File: config.mk
export PLATFORM = sky130hd
export DESIGN_NAME = seq_alu
export DESIGN_NICKNAME = d
export VERILOG_FILES = /design/src/rtl/seq_alu.sv
export SDC_FILE = /design/constraint.sdc
export NUM_CORES = 1
export LEC_CHECK = 0
export CAP_MARGIN = 5
export CORE_MARGIN = 2
export CORE_UTILIZATION = 45
export DETAILED_ROUTE_END_ITERATION = 8
export HOLD_SLACK_MARGIN = 0.06
export PLACE_DENSITY = 0.69
export SYNTH_ARGS = -nofsm -noshare
export SYNTH_HDL_FRONTEND = slang
export SYNTH_SLANG_ARGS = --single-unit
File: constraint.sdc
create_clock -name input_CLK -period 4.6 [get_ports input_CLK]
set_clock_uncertainty 0.2 [all_clocks]
set_input_delay 1.38 -clock input_CLK [delete_from_list [all_inputs] [get_ports input_CLK]]
set_output_delay 1.38 -clock input_CLK [all_outputs]
set_load 0.01 [all_outputs]
File: src/rtl/seq_alu.sv
// Sequential ALU: single-cycle logic/arith/shift ops plus shift-add multiply and
// restoring divide that iterate one bit per clock through a shared work register pair.
module seq_alu #(
  parameter int WIDTH = 16
) (
  input  logic             input_CLK,
  input  logic             input_Reset_n,
  input  logic [WIDTH-1:0] input_A,
  input  logic [WIDTH-1:0] input_B,
  input  logic [3:0]       input_ALUOp,
  input  logic             input_Start,
  output logic [WIDTH-1:0] output_ALU,
  output logic [WIDTH-1:0] output_High,
  output logic             output_Zero,
  output logic             output_Negative,
  output logic             output_Carry,
  output logic             output_Overflow,
  output logic             output_Busy,
  output logic             output_Done,
  output logic             output_Error
);

  localparam int SW = $clog2(WIDTH);
  localparam int CW = $clog2(WIDTH);

  typedef enum logic [1:0] {IDLE, EXEC, DONE} state_t;

  state_t           state, nxt_state;
  logic [CW-1:0]    cnt;
  logic [3:0]       op_q;
  logic [WIDTH-1:0] op_b, work_hi, work_lo;

  logic accept, multi_op, last_iter;
  assign accept    = input_Start && (state != EXEC);
  assign multi_op  = (input_ALUOp == 4'b1010) || (input_ALUOp == 4'b1011 && input_B != '0);
  assign last_iter = (cnt == CW'(WIDTH-1));

  // FSM: state register
  always_ff @(posedge input_CLK or negedge input_Reset_n)
    if (!input_Reset_n) state <= IDLE;
    else                state <= nxt_state;

  // FSM: next state
  always_comb begin
    nxt_state = state;
    case (state)
      IDLE, DONE: nxt_state = input_Start ? (multi_op ? EXEC : DONE) : IDLE;
      EXEC:       nxt_state = last_iter ? DONE : EXEC;
      default:    nxt_state = IDLE;
    endcase
  end

  // FSM: outputs
  always_comb begin
    output_Busy = (state == EXEC);
    output_Done = (state == DONE);
  end

  // Single-cycle results, evaluated on the live inputs at the acceptance edge
  logic [SW-1:0]    sh;
  logic [WIDTH:0]   sum, diff, shl, shr, sra;
  logic [WIDTH-1:0] res_alu, res_high;
  logic             res_c, res_v, res_err;

  always_comb begin
    sh       = input_B[SW-1:0];
    sum      = {1'b0, input_A} + {1'b0, input_B};
    diff     = {1'b0, input_A} - {1'b0, input_B};
    shl      = {1'b0, input_A} << sh;
    shr      = {input_A, 1'b0} >> sh;
    sra      = $signed({input_A, 1'b0}) >>> sh;
    res_alu  = '0;
    res_high = '0;
    res_c    = 1'b0;
    res_v    = 1'b0;
    res_err  = 1'b0;
    case (input_ALUOp)
      4'b0000: begin
        res_alu = sum[WIDTH-1:0];
        res_c   = sum[WIDTH];
        res_v   = (input_A[WIDTH-1] == input_B[WIDTH-1]) && (sum[WIDTH-1] != input_A[WIDTH-1]);
      end
      4'b0001: begin
        res_alu = diff[WIDTH-1:0];
        res_c   = diff[WIDTH];
        res_v   = (input_A[WIDTH-1] != input_B[WIDTH-1]) && (diff[WIDTH-1] != input_A[WIDTH-1]);
      end
      4'b0010: res_alu = input_A & input_B;
      4'b0011: res_alu = input_A | input_B;
      4'b0100: res_alu = input_A ^ input_B;
      4'b0101, 4'b0111: begin res_alu = shl[WIDTH-1:0]; res_c = shl[WIDTH]; end
      4'b0110: begin res_alu = shr[WIDTH:1]; res_c = shr[0]; end
      4'b1000: begin res_alu = sra[WIDTH:1]; res_c = sra[0]; end
      // 2*(A+B) overflows the result iff either of the top two sum bits is set
      4'b1001: begin
        res_alu = {sum[WIDTH-2:0], 1'b0};
        res_c   = sum[WIDTH] | sum[WIDTH-1];
      end
      4'b1010: ;
      4'b1011: begin res_alu = '1; res_high = input_A; res_err = 1'b1; end
      4'b1100: res_alu = input_B;
      default: res_err = 1'b1;
    endcase
  end

  // One multiply or divide iteration; work_hi holds high half / remainder
  logic [WIDTH:0]   mul_sum, div_r;
  logic [WIDTH-1:0] div_t, nx_hi, nx_lo;
  logic             div_ge;

  always_comb begin
    mul_sum = {1'b0, work_hi} + (work_lo[0] ? {1'b0, op_b} : '0);
    div_r   = {work_hi, work_lo[WIDTH-1]};
    div_ge  = div_r >= {1'b0, op_b};
    div_t   = div_r[WIDTH-1:0] - op_b;
    if (op_q == 4'b1010) begin
      nx_hi = mul_sum[WIDTH:1];
      nx_lo = {mul_sum[0], work_lo[WIDTH-1:1]};
    end else begin
      nx_hi = div_ge ? div_t : div_r[WIDTH-1:0];
      nx_lo = {work_lo[WIDTH-2:0], div_ge};
    end
  end

  always_ff @(posedge input_CLK or negedge input_Reset_n)
    if (!input_Reset_n) begin
      cnt             <= '0;
      op_q            <= '0;
      op_b            <= '0;
      work_hi         <= '0;
      work_lo         <= '0;
      output_ALU      <= '0;
      output_High     <= '0;
      output_Zero     <= 1'b0;
      output_Negative <= 1'b0;
      output_Carry    <= 1'b0;
      output_Overflow <= 1'b0;
      output_Error    <= 1'b0;
    end else if (accept) begin
      op_q <= input_ALUOp;
      op_b <= input_B;
      cnt  <= '0;
      if (multi_op) begin
        work_hi <= '0;
        work_lo <= input_A;
      end else begin
        output_ALU      <= res_alu;
        output_High     <= res_high;
        output_Zero     <= (res_alu == '0);
        output_Negative <= res_alu[WIDTH-1];
        output_Carry    <= res_c;
        output_Overflow <= res_v;
        output_Error    <= res_err;
      end
    end else if (state == EXEC) begin
      work_hi <= nx_hi;
      work_lo <= nx_lo;
      cnt     <= cnt + 1'b1;
      if (last_iter) begin
        output_ALU      <= nx_lo;
        output_High     <= nx_hi;
        output_Zero     <= (nx_lo == '0);
        output_Negative <= nx_lo[WIDTH-1];
        output_Carry    <= (op_q == 4'b1010) && (nx_hi != '0);
        output_Overflow <= 1'b0;
        output_Error    <= 1'b0;
      end
    end

endmodule

Word-level counts from Yosys, hierarchy flattened:

Index checks and enable logic that the tools add are counted.

* word-level logic and storage cells: 115
* flip-flop bits (word level): 95

* eq/ne operators: 23
* add/subtract/negate cells: 5
* shift-type cells: 3
* muxes and demuxes: 47
* reduce and logical (&&, ||, !) cells: 19
* bitwise gates (word level): 4
* $lt $le $gt $ge: 1

Operator list (number)
* $mux 16: 19
* $pmux 16 s11: 1
* $add 16x16->17: 2
* $logic_not 16->1: 2
* $reduce_bool 16->1: 2
* $eq 4x4->1 const B: 7
* $mux 1: 19
* $ge 17x16->1: 1
* $shl 16x4->17: 1
* $shr 17x4->17: 1
* $sshr 17x4->17: 1
* $sub 16x16->17: 1
* $and 16x16->16: 1
* $eq 4x3->1 const B: 4
* $or 16x16->16: 1
* $sub 16x16->16: 1
* $xor 16x16->16: 1
* $reduce_or 12->1: 1
* $eq 4x2->1 const B: 2
* $mux 4: 2
* $mux 2: 3
* $pmux 1 s6: 1
* $logic_and 1x1->1: 5
* $add 4x1->4 const B: 1
* 17 further kinds: 22

Longest topological paths before layout:

* depth after elaboration: 8
* gate-level depth with buffers: 15
* depth with buffers taken out: 14

Worst setup path before layout:

Ideal clock, no wire load.

* path kind: input -> register
* from: in input_B[2]
* to: reg output_Zero
* data arrival time: 4.899 ns
* setup slack: -0.564 ns
* data required time: 4.334 ns
* stages: 15
* library setup time: 0.066 ns
* cells stage by stage: inv_1 buf_1 buf_1 ha_1 clkbuf_1 xor2_1 a21oi_1 o211ai_1 a2111o_1 nor4_1 nand4_1 or4_1 or4_1 nor3_1 a31o_1

* word-level cells in the longest chain between the ends: 5
* elaborated cells between the ends (all ways): 17
* classes of those cells: add/sub (2); eq/ne (1); shift (3); mux (3); bitwise (3); reduce/logical (5)

Ends and longest elaborated chain
* from (decl): RTL line 9 `input logic [WIDTH-1:0] input_B,`
* $sub 16x16->17 (tied with other cells): RTL line 68 `diff = {1'b0, input_A} - {1'b0, input_B};`
* $pmux 16 s11 or $logic_and 1x1->1 (tied branches): RTL line 77, 35
* $logic_not 16->1 or $logic_or 1x1->1 (tied branches): RTL line 149, 35
* $mux 1 or $ne 2x2->1 (tied branches)
* $mux 1 or $reduce_and 3->1 (tied branches)
* to (signal assigned): RTL line 149 `output_Zero <= (res_alu == '0);`
* to (signal assigned): RTL line 162 `output_Zero <= (nx_lo == '0);`
* to (decl): RTL line 14 `output logic output_Zero,`

Parallel ways exist; a longest one is shown, timed or not. The select of a mux whose other input is x is not followed.
A chain may end at the register's enable or synchronous reset.

Final worst setup path:

* from: in input_A[12]
* to: reg output_Zero

* word-level cells in the longest chain between the ends: 5
* elaborated cells between the ends (all ways): 12
* classes of those cells: add/sub (2); shift (3); mux (3); bitwise (3); reduce/logical (1)

Ends and longest elaborated chain
* from (decl): RTL line 8 `input logic [WIDTH-1:0] input_A,`
* $sub 16x16->17 (tied with other cells): RTL line 68
* $pmux 16 s11 (*): RTL line 77 `case (input_ALUOp)`
* $logic_not 16->1 (*): RTL line 149
* $mux 1 (*): RTL line 143 `if (multi_op) begin`
* $mux 1 (*): RTL line 139 `end else if (accept) begin`

Every way passes the cells marked *; elsewhere a longest branch is shown, timed or not. The select of a mux whose other input is x is not followed.

==> results_dict.tcl <==
set metrics [dict create \
    layoutNonFillerInstCount 2101 \
    final.min_clock_period_ns 4.69 \
    ys_dominant_reg_cell "dfrtp_1" \
    cell_area_placed_um2 14400 \
    cts_inserted_buffers 9 \
    average_size_of_a_mapped_cell_um2 7.63 \
    multiInputGateArea_um2 8170 \
    seq_area_frac_synth_pct 21.5 \
    grt_start_max_net_pins 62 \
    grt_pass1_vias 12600 \
    buffer_levels_on_the_longest_clock_path 2 \
    layout.cells.most_common "buf_4" \
    power.combinational.fraction_pct 63.4 \
    drc_marker_count_from_the_first_detailed_route_iteration 1172 \
    antenna_found_initial 1 \
    area.growth.synth_to_final_pct 36.7 \
    totalWireLength_um 49200 \
    worst_slew_pin_slew_ns 0.928 \
    die_boundary_height_um 160 \
    detailedRoute.firstPassIterationCount 5 \
    hold_path_class "register to register" \
    worst_endpoint_required_time_ns 4.69 \
    share_seq_of_total_power_pct 23.3 \
    warnings_synthesis 0 \
    power_density_nw_per_um2 375 \
    finalMaxSlewViolations 0 \
    cts.sinks 94 \
    numPlacedInstances 2073 \
    synth_enable_flop_cells 0 \
    maxClockFrequency_mhz 213 \
    yosys_register_bits 94 \
    n_fill_cell 2256 \
    clk_root_buffer_cell "clkbuf_16" \
    clk_pin_slew_worst_paths_ns 0.08 \
    post_drt_via_cell_ratio 6.22 \
    post-route-drc-count 0 \
    final_cell_mix "349 x buf_4, 168 x nand2_1, 138 x o21ai_0" \
    netlist_instances 1434 \
    p_clk_share_pct 13.3 \
    port_buffers 77 \
    kind_of_end_point_of_the_critical_path "register" \
    ant_nets 0 \
    failed_checks "setup timing" \
    fp.dieArea_um2 25600 \
    netSwitchingPower_w 0.00257 \
    gp_congestion 1.08 \
    clk_latency_ns 0.35 \
    antenna-diode-count 0 \
    vias 13100 \
    swShare_pct 45.7 \
    p_leak_nw 6.93 \
    netlist-cell-type-count 87 \
    grt-ovfl-total 0 \
    setup-violations-final 1 \
    track_usage_pct 37.8 \
    syn-num-nets 1559 \
    sequential_cell_area_um2 2350 \
    initial_util_pct 45.4 \
    final.period_utilization_pct 102 \
    maxUsedRoutingLayer "met5" \
    cellInternalPower_w 0.00305 \
    final_design_area_no_fill_um2 15000 \
    rsz0062_at_grt "yes" \
    netlist_area_um2 10900 \
    finalCoreUtilization_pct 62.1 \
    cp.arrival_ns 4.78 \
    routed-wl-met3_um 3820 \
    route.met2.wl_um 23000 \
    dp_hpwl_um 39500 \
    hold_violations 0 \
    run_status "finished with violations" \
    width_of_the_die_um 160 \
    core_area_um2 24100 \
    fp-row-count 57 \
    layout-drive-gt1-share_pct 26.6 \
    vdd.ir_drop.worst_mv 0.258 \
    clock_tree_from_tritoncts "yes" \
    critical_path_peak_fanout 5 \
    drv.max_cap_violation_count 0 \
    route.detailed.wl_per_inst_um 23.4 \
    io_pins 78 \
    wire_length_of_the_first_global_routing_pass_um 74500 \
    worstSetupStartpointType "input port" \
    postSynth.asyncResetShare_pct 100 \
    h-tree-depth 3 \
    critical_path_class "input port to register" \
    route.layer.met1.wl_um 19200 \
    worst_slew_margin_rel_pct 37.2 \
    nets 1897 \
    fin_ws_ns -0.0874 \
]
layout make-up:
type | instances | area share [%]
Timing Repair Buffer | 431 | 23.1
Clock buffer | 9 | 1.50
Sequential cell | 94 | 15.7
Inverter | 75 | 1.93
Clock inverter | 7 | 0.460
Tap cell | 324 | 2.71
Multi-Input combinational cell | 1161 | 54.6
logic make-up (layout without fill, tap and decap cells):
logic type | count (synthesis) | count (layout) | synth area share, %
muxes | 58 | 58 | 7.66
buffers and inverters | 179 | 522 | 6.66
DFF | 94 | 94 | 21.5
xor gates and xnor gates | 35 | 35 | 2.80
and+or+nand+nor | 478 | 478 | 20.7
adders and majority gates | 87 | 87 | 10.2
AOI/OAI and AO/OA | 503 | 503 | 30.5
worst max-delay path, cell delays in order:
cell,delay (ns)
clkdlybuf4s50_1,0.41
buf_6,0.15
buf_4,0.16
mux4_2,0.44
a221oi_1,0.32
buf_4,0.18
nor2_1,0.08
nor4bb_2,0.28
o21ai_1,0.13
or4_1,0.52
or4_4,0.45
nor3_2,0.12
a31o_1,0.15
power by group through the flow:
stage               clock [W]  sequential, W  combinational [W]
detailed placement          0        0.00131            0.00342
CTS                  0.000762        0.00130            0.00347
finish               0.000749        0.00131            0.00356
global placement            0        0.00130            0.00338
global route         0.000799        0.00134            0.00382
floorplan                   0        0.00127            0.00199
what timing repair did:
item                       CTS  global route
setup endpoints to repair    8             6
pin swaps                    6            10
resized for setup           36            36
hold buffers                 0             0
setup buffers                7             5
metal layers:
layer	vias to the layer above	global-route usage (%)
li1	5993	-
met1	6223	46.5
met2	676	64.2
met3	174	4.68
met4	2	21.5
met5	-	0
metrics by stage:
step	worst slack (ns)	power, W	hold slack (ns)	setup TNS, ns
2_1_floorplan	0.00541	0.00326	0.243	0
3_3_place_gp	-0.875	0.00469	0.264	-4.84
3_5_place_dp	-0.902	0.00473	0.263	-5.27
4_1_cts	-0.0673	0.00552	0.288	-0.0673
5_1_grt	-0.116	0.00595	0.314	-0.140
6_report	-0.0874	0.00562	0.289	-0.0874
Yosys cell counts (9+ instances only):
cell / number / area share, %
nand2_1: 169 / 5.8
o21ai_0: 143 / 6.5
nor2_1: 118 / 4.0
a21oi_1: 102 / 4.7
dfrtp_1: 94 / 21
ha_1: 82 / 9.4
inv_1: 72 / 2.5
clkbuf_1: 66 / 2.3
nand3_1: 39 / 1.8
nor3_1: 31 / 1.4
mux2i_1: 29 / 2.7
xnor2_1: 26 / 2.1
and2_1: 22 / 1.3
a211oi_1: 21 / 1.4
a22oi_1: 21 / 1.4
a21o_1: 20 / 1.4
a221oi_1: 19 / 1.5
a22o_1: 18 / 1.4
mux4_2: 17 / 3.5
buf_2: 16 / 0.73
o211ai_1: 16 / 1.1
a31oi_1: 15 / 0.86
nand2b_1: 15 / 0.86
nor2b_1: 15 / 0.86
buf_1: 14 / 0.48
o31ai_1: 12 / 0.82
nand4_1: 11 / 0.63
o2111ai_1: 11 / 0.88
a211o_1: 10 / 0.80
mux2_2: 10 / 1.0
xor2_1: 9 / 0.72
path summary, 6_finish.rpt:
check	start	to	slack, ns	cells after the start
worst max-delay path	input_A[12]	output_Zero	-0.09	13
worst min-delay path	output_High[15]	output_High[15]	0.29	2
worst max register to register	work_lo[0]	output_Carry	0.32	14
worst min register to register	output_High[15]	output_High[15]	0.29	2
max in group asynchronous	input_Reset_n	work_hi[0]	2.57	2
min in group asynchronous	input_Reset_n	work_hi[10]	0.91	1
registers in the layout, indices dropped and copies added, names as in the netlist:
signal / flops
output_High: 16
output_Carry: 1
output_Overflow: 1
work_lo: 16
cnt: 4
output_ALU: 16
work_hi: 16
output_Zero: 1
state: 2
op_q: 4
op_b: 16
output_Error: 1
(Power assumes the default switching activity.)
